<file path="src/rtl/ssd_pkg.sv">
// rtl/ssd_pkg.sv - shared constants, types and helpers for the seven-segment scanner
//
// Purpose:
//   Holds the digit count, the all-anodes-off pattern and the slot-select width.
//   Also holds small helpers for nibble select, anode decode and leading-zero tests.
//   The scan rate (DIV) belongs to each instance and is therefore not kept here.
package ssd_pkg;

  localparam int DIGITS = 4;
  localparam int SEL_W  = $clog2(DIGITS);
  localparam int DATA_W = 4 * DIGITS;

  // Anodes are active-low, so every bit high means nothing is lit.
  localparam logic [DIGITS-1:0] AN_OFF = {DIGITS{1'b1}};

  typedef logic [SEL_W-1:0]  sel_t;
  typedef logic [3:0]        nibble_t;
  typedef logic [DATA_W-1:0] word_t;

  // Nibble shown by slot i; slot DIGITS-1 holds the most significant nibble.
  function automatic nibble_t nib_sel(input word_t v, input sel_t i);
    return v[4*i +: 4];
  endfunction

  // Active-low one-hot anode pattern for slot i.
  function automatic logic [DIGITS-1:0] an_lit(input sel_t i);
    return ~(DIGITS'(1) << i);
  endfunction

  // A slot is a leading zero when it and every more significant nibble are zero.
  // Slot 0 is never treated as leading, so a zero value still shows one "0".
  function automatic logic lz_blank(input word_t v, input sel_t i);
    return (i != '0) && ((v >> (4*i)) == '0);
  endfunction

endpackage

</file>
<file path="src/rtl/ssd_tick_gen.sv">
// rtl/ssd_tick_gen.sv - free-running prescaler producing one tick every DIV cycles
//
// Purpose:
//   Counts 0..DIV-1 and wraps; tick is high during the cycle whose count is DIV-1.
//   tick is decoded straight from the count flop, so it is glitch-free and
//   carries no path from any input.
//
// Ports:
//   clk    in   system clock, rising edge
//   rst_n  in   synchronous active-low reset; count returns to 0
//   tick   out  one-cycle pulse at the last count of each period
module ssd_tick_gen #(
  parameter int DIV = 100000
) (
  input  logic clk,
  input  logic rst_n,
  output logic tick
);

  localparam int CW = (DIV > 1) ? $clog2(DIV) : 1;
  localparam logic [CW-1:0] LAST = CW'(DIV - 1);

  logic [CW-1:0] cnt_q, cnt_d;

  always_comb begin
    cnt_d = (cnt_q == LAST) ? '0 : cnt_q + 1'b1;
  end

  always_ff @(posedge clk) begin
    if (!rst_n) begin
      cnt_q <= '0;
    end else begin
      cnt_q <= cnt_d;
    end
  end

  assign tick = (cnt_q == LAST);

endmodule

</file>
<file path="src/rtl/ssd_scan.sv">
// rtl/ssd_scan.sv - multiplexed four-digit hex display scanner with leading-zero blanking
//
// Purpose:
//   Captures a 16-bit value into a shadow register on load.
//   The shadow value moves into the displayed frame only at a frame boundary,
//   which is the tick that takes the slot index from 3 back to 0.
//   Each slot drives the anodes and the current nibble.
//   The first cycle of every slot is dark so the previous digit never ghosts
//   into the new position.
//
// Ports:
//   clk       in   system clock, rising edge
//   rst_n     in   synchronous active-low reset
//   data_in   in   16-bit value, four hex nibbles
//   load      in   single-cycle capture strobe for data_in
//   blank_lz  in   leading-zero blanking enable, sampled every cycle
//   digit     out  registered nibble of the active slot
//   an        out  registered active-low anode enables
//   busy      out  a captured value is waiting for the next frame boundary
module ssd_scan
  import ssd_pkg::*;
#(
  parameter int DIV = 100000
) (
  input  logic              clk,
  input  logic              rst_n,
  input  logic [DATA_W-1:0] data_in,
  input  logic              load,
  input  logic              blank_lz,
  output logic [3:0]        digit,
  output logic [DIGITS-1:0] an,
  output logic              busy
);

  logic tick;

  ssd_tick_gen #(
    .DIV (DIV)
  ) u_tick_gen (
    .clk   (clk),
    .rst_n (rst_n),
    .tick  (tick)
  );

  sel_t              idx_q, idx_d;
  word_t             shadow_q, shadow_d;
  word_t             frame_q, frame_d;
  logic              pending_q, pending_d;
  nibble_t           digit_q, digit_d;
  logic [DIGITS-1:0] an_q, an_d;
  logic              wrap;

  always_comb begin
    wrap      = tick && (idx_q == sel_t'(DIGITS - 1));
    idx_d     = tick ? idx_q + 1'b1 : idx_q;
    shadow_d  = shadow_q;
    frame_d   = frame_q;
    pending_d = pending_q;

    // The frame takes the shadow contents held before this edge.
    // A load in the same cycle therefore waits for the following boundary.
    if (wrap && pending_q) begin
      frame_d   = shadow_q;
      pending_d = 1'b0;
    end
    if (load) begin
      shadow_d  = data_in;
      pending_d = 1'b1;
    end
  end

  // Outputs are computed one cycle ahead and registered.
  // The count returns to 0 on the edge that follows a tick, so the anodes
  // are turned off on that same edge, giving the dark cycle at count 0.
  // Outside a tick, idx and frame hold across the edge.
  // Their current values therefore describe the next cycle as well.
  always_comb begin
    digit_d = nib_sel(frame_q, idx_q);
    if (tick) begin
      an_d = AN_OFF;
    end else if (blank_lz && lz_blank(frame_q, idx_q)) begin
      an_d = AN_OFF;
    end else begin
      an_d = an_lit(idx_q);
    end
  end

  always_ff @(posedge clk) begin
    if (!rst_n) begin
      idx_q     <= '0;
      shadow_q  <= '0;
      frame_q   <= '0;
      pending_q <= 1'b0;
      digit_q   <= '0;
      an_q      <= AN_OFF;
    end else begin
      idx_q     <= idx_d;
      shadow_q  <= shadow_d;
      frame_q   <= frame_d;
      pending_q <= pending_d;
      digit_q   <= digit_d;
      an_q      <= an_d;
    end
  end

  assign digit = digit_q;
  assign an    = an_q;
  assign busy  = pending_q;

endmodule

</file>
<file path="config.mk">
export PLATFORM = sky130hd
export DESIGN_NAME = ssd_scan
export DESIGN_NICKNAME = d
export VERILOG_FILES = /design/src/rtl/ssd_pkg.sv /design/src/rtl/ssd_tick_gen.sv /design/src/rtl/ssd_scan.sv
export SDC_FILE = /design/constraint.sdc
export NUM_CORES = 1
export LEC_CHECK = 0
export ABC_AREA = 0
export CAP_MARGIN = 20
export CELL_PAD_IN_SITES_DETAIL_PLACEMENT = 0
export CELL_PAD_IN_SITES_GLOBAL_PLACEMENT = 1
export CORE_MARGIN = 2
export CORE_UTILIZATION = 39
export DETAILED_ROUTE_END_ITERATION = 16
export PLACE_DENSITY_LB_ADDON = 0.25
export SLEW_MARGIN = 5
export SYNTH_ARGS = -nofsm -noshare
export SYNTH_HDL_FRONTEND = slang
export SYNTH_HIERARCHICAL = 1
export SYNTH_SLANG_ARGS = --single-unit
</file>
<file path="constraint.sdc">
create_clock -name clk -period 2.4 [get_ports clk]
set_clock_uncertainty 0.05 [all_clocks]
set_input_delay 0.36 -clock clk [delete_from_list [all_inputs] [get_ports clk]]
set_output_delay 0.36 -clock clk [all_outputs]
set_load 0.01 [all_outputs]
</file>
==> out/results.txt, run 1 <==
Combinational cells account for 5.2% of the total power. The path class of the tightest hold or removal check is reg2reg. Setup repair after global routing left no endpoint under its margin. The floorplan step set the die height to 84.4 um. The die area was 7120 um^2. STA classifies the critical path startpoint as a register.

The core region is 6310 um^2. Post-CTS repair changed the size of 0 cells. Detailed routing inserted a total of 1804 vias. The max-slew violation total from the final report is 0, and the clock network latency to the later pin of the worst-skew pair is 0.32 ns. At the worst endpoint, the arrival time is 2.32 ns. Number of antenna violations at the first check in global routing: 0. After filler insertion, the fill cell instance count of the layout stands at 656.

In the layout the commonest cells are dfxtp_1, nand2_1, clkdlybuf4s50_1. The number of buffers inserted to repair setup after CTS is 0, and the area taken by flip-flops and latches is 1200 um^2. The tool flagged a number of max-cap violations equal to 0. After synthesis the cells add up to 2520 um^2. The area growth from synthesis to layout is 21.9%.

The post-CTS clock slew at the launch and capture registers of the worst setup and hold paths is 0.07 ns. After routing, the total negative slack on setup checks comes to 0 ns. After synthesis the netlist holds a flip-flop and latch count of 60.

Of the available clock period, the critical path in the final layout requires 88.7%. The first global-routing pass estimated 8050 um of wire. The number of hold buffers added after cts is 0, and the maximum net fanout on the critical path is 16. The relative contribution of the clock network to total power was 42.2%; the total setup violations reported at the end of the flow was 0. The run gives 52.6% as the power share of the sequential group. The worst pin sits at a relative slew slack of 68.1%.

In this run the power density over the cells is 639 nW/um^2. The gate count after technology mapping is 256. The number of diodes is 0. The logs give 281 for the synthesized net count and 3 for the number of H-tree branching levels. The switching share of total power was 21.9%. Among all flip-flop cells after synthesis, the most frequent one is dfxtp_1. Using the TritonRoute via totals, the vias-per-cell ratio works out to 4.86. VDD sags by at most 412 uV. The endpoint kind of the worst setup timing path was a register. For this run, design rule violations remaining after detail routing come to 0.

Post-detailed-route wirelength per cell: 12.4 um. The completed layout was analyzed and its total power is 1.96 mW. The initial core utilization is 39.9%, and the routability congestion estimate is 0.780. The die boundary width came out at 84.4 um. Wires add up to 4610 um. The number of global-route vias before repair came out at 1770.

TritonCTS built the clock tree. For the worst setup path, the data required time is 2.59 ns. The tools report the buffer type at the clock tree root as clkbuf_8.

The analysis attributes to cell leakage a power of 1.12 nW. After the last flow step, the layout net total stands at 314. The flow ran to the end, and the final reports show no timing, DRC or antenna violations. The worst setup path is of the reg2reg kind. Row generation in the floorplan step produced 29 rows. The number of endpoints with negative hold slack in the final report is 0, and the number of port buffers is 28. The logs give 35 for the number of different library cells in the post-synthesis netlist and 1.53 mW for the total internal power.

The Yosys step of the flow raised 6 warnings. Clock tree synthesis found a total of 60 sinks. The top achievable clock speed was 470 MHz; the power dissipated by switching net loads was 0.429 mW. The largest net degree at the start of global routing came out at 28. The final antenna-violating net count came out at 0. The first detailed-routing pass ran for 4 iterations.

The post-route netlist has 11.2% of its cells at a drive strength greater than 1. Leaving out fill and tap cells, the most frequent cell in the layout is dfxtp_1. After layout, the minimum clock period comes to 2.13 ns. The detailed router's first-iteration violation count is 65, and the overall global routing resource usage is 14.1%.

In the synthesized netlist the async set-or-reset flop fraction comes to 0%. At the pin with the least slew margin, the transition time is 0.477 ns. In the final layout, the multi-input gates occupy 1250 um^2. The count of flip-flops with a built-in enable after synthesis came out at 0. The logs give 3190 um for the post-DP HPWL and 0 for the remaining global-route overflow. During I/O placement, the number of pins put on the boundary was 29.

The longest clock path from root to sink contains 2 buffers. Summing the sequential cell areas from Yosys gives 47.6% of the chip area. TritonCTS created 9 clock buffers. The average instance in the mapped netlist occupies 9.85 um^2.
-- sequential cells by signal, indices dropped and copies added, names as in the netlist --
signal,flops
an,4
busy,1
digit,4
frame_q,16
idx_q,2
shadow_q,16
u_tick_gen/cnt_q,17
-- cell families after synthesis --
group | share of synthesized area, %
AND/OR/NAND/NOR | 23.2
flip-flops | 47.6
AO/OA/AOI/OAI | 7.54
multiplexers | 10.5
XOR/XNOR | 5.56
buffers and inverters | 3.08
adder cells (fa/ha/maj) | 2.48
-- metrics by stage --
| step | hold slack, ns | utilization [%] | area (um^2) | setup slack (ns) | instances |
|---|---|---|---|---|---|
| 2_1_floorplan | 0.380 | - | 2530 | 0.0397 | 256 |
| 3_3_place_gp | 0.395 | 45.7 | 2890 | 0.329 | 355 |
| 3_5_place_dp | 0.406 | 45.7 | 2890 | 0.255 | 355 |
| 6_report | 0.414 | 48.7 | 3070 | 0.272 | 371 |
| 4_1_cts | 0.418 | 48.7 | 3070 | 0.235 | 371 |
| 5_1_grt | 0.430 | 48.7 | 3070 | 0.0294 | 371 |
-- synth_stat cells, types with 2 or more instances --
master / count / area (um^2)
mux2i_1: 17 / 170
clkbuf_1: 8 / 30.0
a21boi_0: 16 / 120
nor3_1: 6 / 30.0
nor2b_1: 19 / 119
xnor2_1: 11 / 96.3
nand4_1: 4 / 25.0
ha_1: 5 / 62.6
dfxtp_1: 60 / 1200
mux4_2: 3 / 67.6
nand3_1: 7 / 35.0
and2_1: 4 / 25.0
nor4_1: 6 / 37.5
nor2_1: 19 / 71.3
a21oi_1: 2 / 10.0
o211ai_1: 4 / 30.0
buf_6: 2 / 22.5
nand2_1: 39 / 146
xor2_1: 5 / 43.8
inv_1: 4 / 15.0
-- power by group through the flow --
stage / sequential, mW / clock (mW) / combinational (mW)
global placement: 1.06 / 0 / 0.102
floorplan: 1.05 / 0 / 0.0597
detailed placement: 1.06 / 0 / 0.104
global route: 1.04 / 0.901 / 0.114
CTS: 1.03 / 0.856 / 0.104
finish: 1.03 / 0.828 / 0.102
-- metal layers --
layer | track usage, % | routed length (um) | up-vias
li1 | - | - | 943
met1 | 18.5 | 2380 | 833
met2 | 21.6 | 2040 | 26
met3 | 4.92 | 157 | 2
met4 | 4.76 | 36 | 0
met5 | 0 | 0 | -
-- layout make-up --
type / instances / area share [%]
multi-input combinational: 180 / 40.6
sequential: 60 / 39.1
timing repair buffer: 34 / 10.6
clock buffer: 12 / 5.37
tap: 77 / 3.14
clock inverter: 4 / 0.733
inverter: 4 / 0.489
-- worst max-delay path, stage by stage, from the launching register on --
cell and delay (ns):
dfxtp_1 0.37, ha_1 0.29, nand4_4 0.15, or2_4 0.30, nor3_2 0.26, and3_1 0.19
buf_4 0.22, nand2_1 0.07, a21boi_0 0.16
-- path summary, 6_finish.rpt --
check                           cells after the start                 from  slack, ns           to
worst max-delay path                                8  u_tick_gen/cnt_q[0]       0.27  frame_q[10]
worst min-delay path                                2         shadow_q[15]       0.41  frame_q[15]
worst max register to register                      8  u_tick_gen/cnt_q[0]       0.27  frame_q[10]
worst min register to register                      2         shadow_q[15]       0.41  frame_q[15]
(Power assumes the default switching activity.)
==> run 2, diff against run 1 <==
- ABC_CLOCK_PERIOD_IN_PS: not set -> 2400
- PLACE_DENSITY: not set -> 0.73
- PLACE_DENSITY_LB_ADDON: 0.25 -> not set
==> run 2 against run 1 <==
Count of clock-buffer cells in the layout unchanged. Sequential share of layout area increased by 0.39 points. Sequential power about the same. Die area unchanged. Via count increased by 0.61%. Largest cell class unchanged. Largest power group unchanged.
==> out/results.txt, run 2 (synthesis results as in run 1) <==
Before CTS, the worst setup slack after placement is 0.305 ns. Buffers inserted to repair hold after CTS numbered 0. The routed layout has 1815 vias.

The largest registers in the layout are u_tick_gen/cnt_q x17, frame_q x16, shadow_q x16. The cell row count is 29, and the total wire length is 4750 um. In this run the worst hold path is classified as reg2reg. The fraction of final layout cells with drive strength greater than 1 came out at 10.2%. The tools report the endpoint kind of the worst setup timing path as a register.

The register with the most flip-flops in the layout has 17 of them. The tightest hold path in the finished design has a slack of 0.410 ns. By startpoint and endpoint, the worst setup path is classified as reg2reg.

STA puts the critical path data required time at 2.60 ns. Summing internal, switching and leakage power gives 1.86 mW. In this run, the number of DRC markers left after iteration 0 of detailed routing was 62. Counting the buffers created by CTS gives 9. CTS placed an instance of clkbuf_8 at the clock tree root. In the final layout, flip-flops and latches occupy 1200 um^2. The static power due to leakage is 1.11 nW. The number of vias per cell is 4.89, and the largest net degree at the start of global routing is 25.

Global routing consumed, over all layers together, 14.7% of the routing resources. For this run, the top clock speed supported by timing is 479 MHz. Traced cell by cell, the critical path runs through ha_1, nand4_4, or2_4, nor3_2, and3_1, buf_4, nand2_1, a21boi_0. TritonCTS built the clock tree. The max-slew violation total from the final report came out at 0. For this design the top-level I/O count stands at 29. For the number of global-route vias before repair, the log shows 1706. The run finished with clean final reports. The time the final worst path needs with I/O delays and setup is 2.09 ns, and the multi-input logic area is 1250 um^2. The die area is 7120 um^2, and the power density relative to cell area is 611 nW/um^2. The number of antenna violations at the first check in global routing is 0. The layout net count is 315. The library cell used most frequently in the layout, excluding fill and tap cells, is dfxtp_1.

Measured along the y axis, the die boundary spans 84.4 um. The number of gates given a new drive strength after cts was 0; the post-CTS clock slew at the launch and capture registers of the worst setup and hold paths was 0.06 ns. Cell area after placement: 2890 um^2. The number of diodes was 0. The setup TNS was 0 ns. The measured slew at the worst slew-check pin was 0.483 ns. The maximum net fanout on the critical path was 16. Leaving out fill and tap cells, the most frequent cells in the layout are dfxtp_1, nand2_1, clkdlybuf4s50_1. The count of buffers added on input and output ports is 28.

STA classifies the critical path startpoint as a register. Once detail routing completed, the nets flagged for antenna violations numbered 0. In this run, placement finished with an instance count of 356. The highest ir drop seen on vdd is 396 uV, and the number of endpoints with negative hold slack in the final report is 0.

In the finished design, the share of the clock period the worst path needs comes to 86.9%. Measured on the finished design, the core utilization comes to 48.2%. The worst hold path passes through 2 cells. The tools report the number of cells in the finished layout apart from fillers as 371.

The core region is 6310 um^2. For the remaining global-route overflow, the log shows 0. The initial core utilization came out at 39.9%. The H-tree generated during clock tree synthesis spans 3 levels. The run gives 2 as the number of buffers between clock root and the deepest sink. In this run the post-CTS setup repair buffer count came out at 0.

The longest individual stage delay on the worst path was 0.37 ns; the count of clock tree sinks was 60. Setup repair after global routing left no endpoint under its margin. Synthesis-to-finish area growth: 20.7%. The most flop-heavy register was u_tick_gen/cnt_q.

Post-route DRC violation count: 0. The worst path arrival time was 2.28 ns. The number of cells on the worst reg-to-reg path is 8. The standard cell with the maximum stage delay on the critical path was dfxtp_1. The pre-antenna-repair detailed-routing pass consisted of 4 iterations. The layout filler cell count was 637; the final critical-path setup slack was 0.314 ns.

Max-cap violations in this run came to 0. The die boundary width works out to 84.4 um. Post-DP HPWL: 3400 um.

In this run the tightest slew margin relative to its limit is 67.7%. The total setup violations reported at the end of the flow was 0. The tools report the first-pass GRT wire length as 8250 um. The tools report the finished layout cell area as 3040 um^2.

In the final routed layout, each cell accounts on average for 12.8 um. The tools report the routability congestion estimate as 0.754. The clock reaches the later pin of the worst-skew pair after 0.33 ns.
[run 2: changes by cell type in the layout (fill, tap and decap cells not counted)]
cell,before,now
clkbuf_1,0,3
clkbuf_8,12,9
clkinvlp_4,1,0
buf_4,6,7
[run 2: report_power, final]
part	switching [mW]	internal (mW)
Combinational	0.0399	0.0638
Clock	0.359	0.364
Sequential	0.0152	1.02
[run 2: area by class of cell]
class                           count  share of cell area (%)
Multi-Input combinational cell    180                    41.0
Sequential cell                    60                    39.5
Tap cell                           77                    3.17
Clock buffer                       12                    4.44
Inverter                            4                   0.493
Timing Repair Buffer               35                    10.9
Clock inverter                      3                   0.493
[run 2: final timing paths]
kind / from / end / slack, ns
max: u_tick_gen/cnt_q[0] / frame_q[2] / 0.31
min: shadow_q[8] / frame_q[8] / 0.41
max reg2reg: u_tick_gen/cnt_q[0] / frame_q[2] / 0.31
min reg2reg: shadow_q[8] / frame_q[8] / 0.41
[run 2: worst max-delay path: cells and delay by family (launching register included)]
family,cells,cell delay (ns)
simple gates,5,0.92
fa+ha+maj,1,0.28
flops,1,0.37
buf+inv,1,0.21
compound gates,1,0.17
[run 2: per-layer routing]
layer	global-route usage [%]	up-vias	share of wire, %
li1	-	941	-
met1	18.5	840	48
met2	22.7	29	47
met3	6.10	5	4.1
met4	5.48	0	1.2
met5	0	-	0
==> RTL change, RTL diff (settings of run 2) <==
`DIV` is set to 100000 in 2 places; all go to 200000.
--- a/src/rtl/ssd_tick_gen.sv
+++ b/src/rtl/ssd_tick_gen.sv
@@ -10,7 +10,7 @@
 //   rst_n  in   synchronous active-low reset; count returns to 0
 //   tick   out  one-cycle pulse at the last count of each period
 module ssd_tick_gen #(
-  parameter int DIV = 100000
+  parameter int DIV = 200000
 ) (
   input  logic clk,
   input  logic rst_n,
--- a/src/rtl/ssd_scan.sv
+++ b/src/rtl/ssd_scan.sv
@@ -20,7 +20,7 @@
 module ssd_scan
   import ssd_pkg::*;
 #(
-  parameter int DIV = 100000
+  parameter int DIV = 200000
 ) (
   input  logic              clk,
   input  logic              rst_n,
Check against the original RTL: no difference found for any inputs over 10 cycles, from zero or initial values and one cycle with rst_n low; that may be too few to reach the edited logic, so the function may still have changed.
==> RTL change against run 2 <==
- core utilization is 1.5 points higher
- wire length increased by 2.9%
- global-route usage rose by 0.72 points
- die area is 1.5% higher
- synthesized area increased by 1.5%
- highest routed layer unchanged
- synthesized cell count grew 1.2%
- power grew 11%
- worst setup slack worse by 140 ps
- non-clock buffer count increased by 2
- sequential cell count grew 1
- final area increased by 3.7%
- combinational power is essentially flat
- first-iteration DRC count up 77%
==> RTL change: results <==
{
  "grtUsageMet2": 0.212,
  "final-seq-area_um2": 1220,
  "outcome": "completed",
  "p_leak_nw": 1.18,
  "clkbuf_count": 9,
  "synth.distinct_cells": 32,
  "grt.met1_usage": 0.214,
  "grt_pass1_vias": 1835,
  "initialDrtViolationCount": 110,
  "wl_met1_um": 2630,
  "grt_usage": 0.154,
  "largest_reg_flops": 18,
  "routed_via_density": 4.96,
  "grt_pass1_wl_um": 8690,
  "crit_arrival_ps": 2440,
  "ys_seq_area_frac": 0.477,
  "holdPathEnd": "frame_q[4]",
  "multi_input_area_um2": 1280,
  "regToRegSetupSlack_ps": 180,
  "grt_max_degree": 30,
  "n_fill_cell": 586,
  "netlist_top_cells_area": "dfxtp_1, mux2i_1, nand2_1",
  "min-delay-start": "shadow_q[4]",
  "place.gp.congestion": 0.756,
  "finalWirelength_um": 4890,
  "synth-compound-area-share": 0.0924,
  "synth_nets": 284,
  "synth_seq_cells": 61,
  "synthMuxAreaShare": 0.103,
  "wl_met3_um": 203
}
## RTL change: logic make-up after synthesis
logic type	after synthesis
AND/OR/NAND/NOR	111
flip-flops	61
AO/OA/AOI/OAI	32
multiplexers	21
buffers and inverters	16
XOR/XNOR	13
adder cells (fa/ha/maj)	5
## RTL change: per-stage QoR
| stage | hold WS, ps | area [µm²] | setup slack (ps) | util | instances |
|---|---|---|---|---|---|
| after global placement | 391 | 2960 | 268 | 0.466 | 361 |
| after detailed placement | 403 | 2960 | 187 | 0.466 | 361 |
| final | 409 | 3160 | 176 | 0.497 | 377 |
| after global routing | 444 | 3160 | 11.4 | 0.497 | 377 |
| after floorplan | 376 | 2570 | 3.27 | - | 259 |
| after CTS | 415 | 3160 | 167 | 0.497 | 377 |
## RTL change: power breakdown
part | switching [mW] | total, mW | internal, mW
Clock | 0.427 | 0.908 | 0.481
Combinational | 0.0402 | 0.104 | 0.0642
Sequential | 0.0148 | 1.05 | 1.03
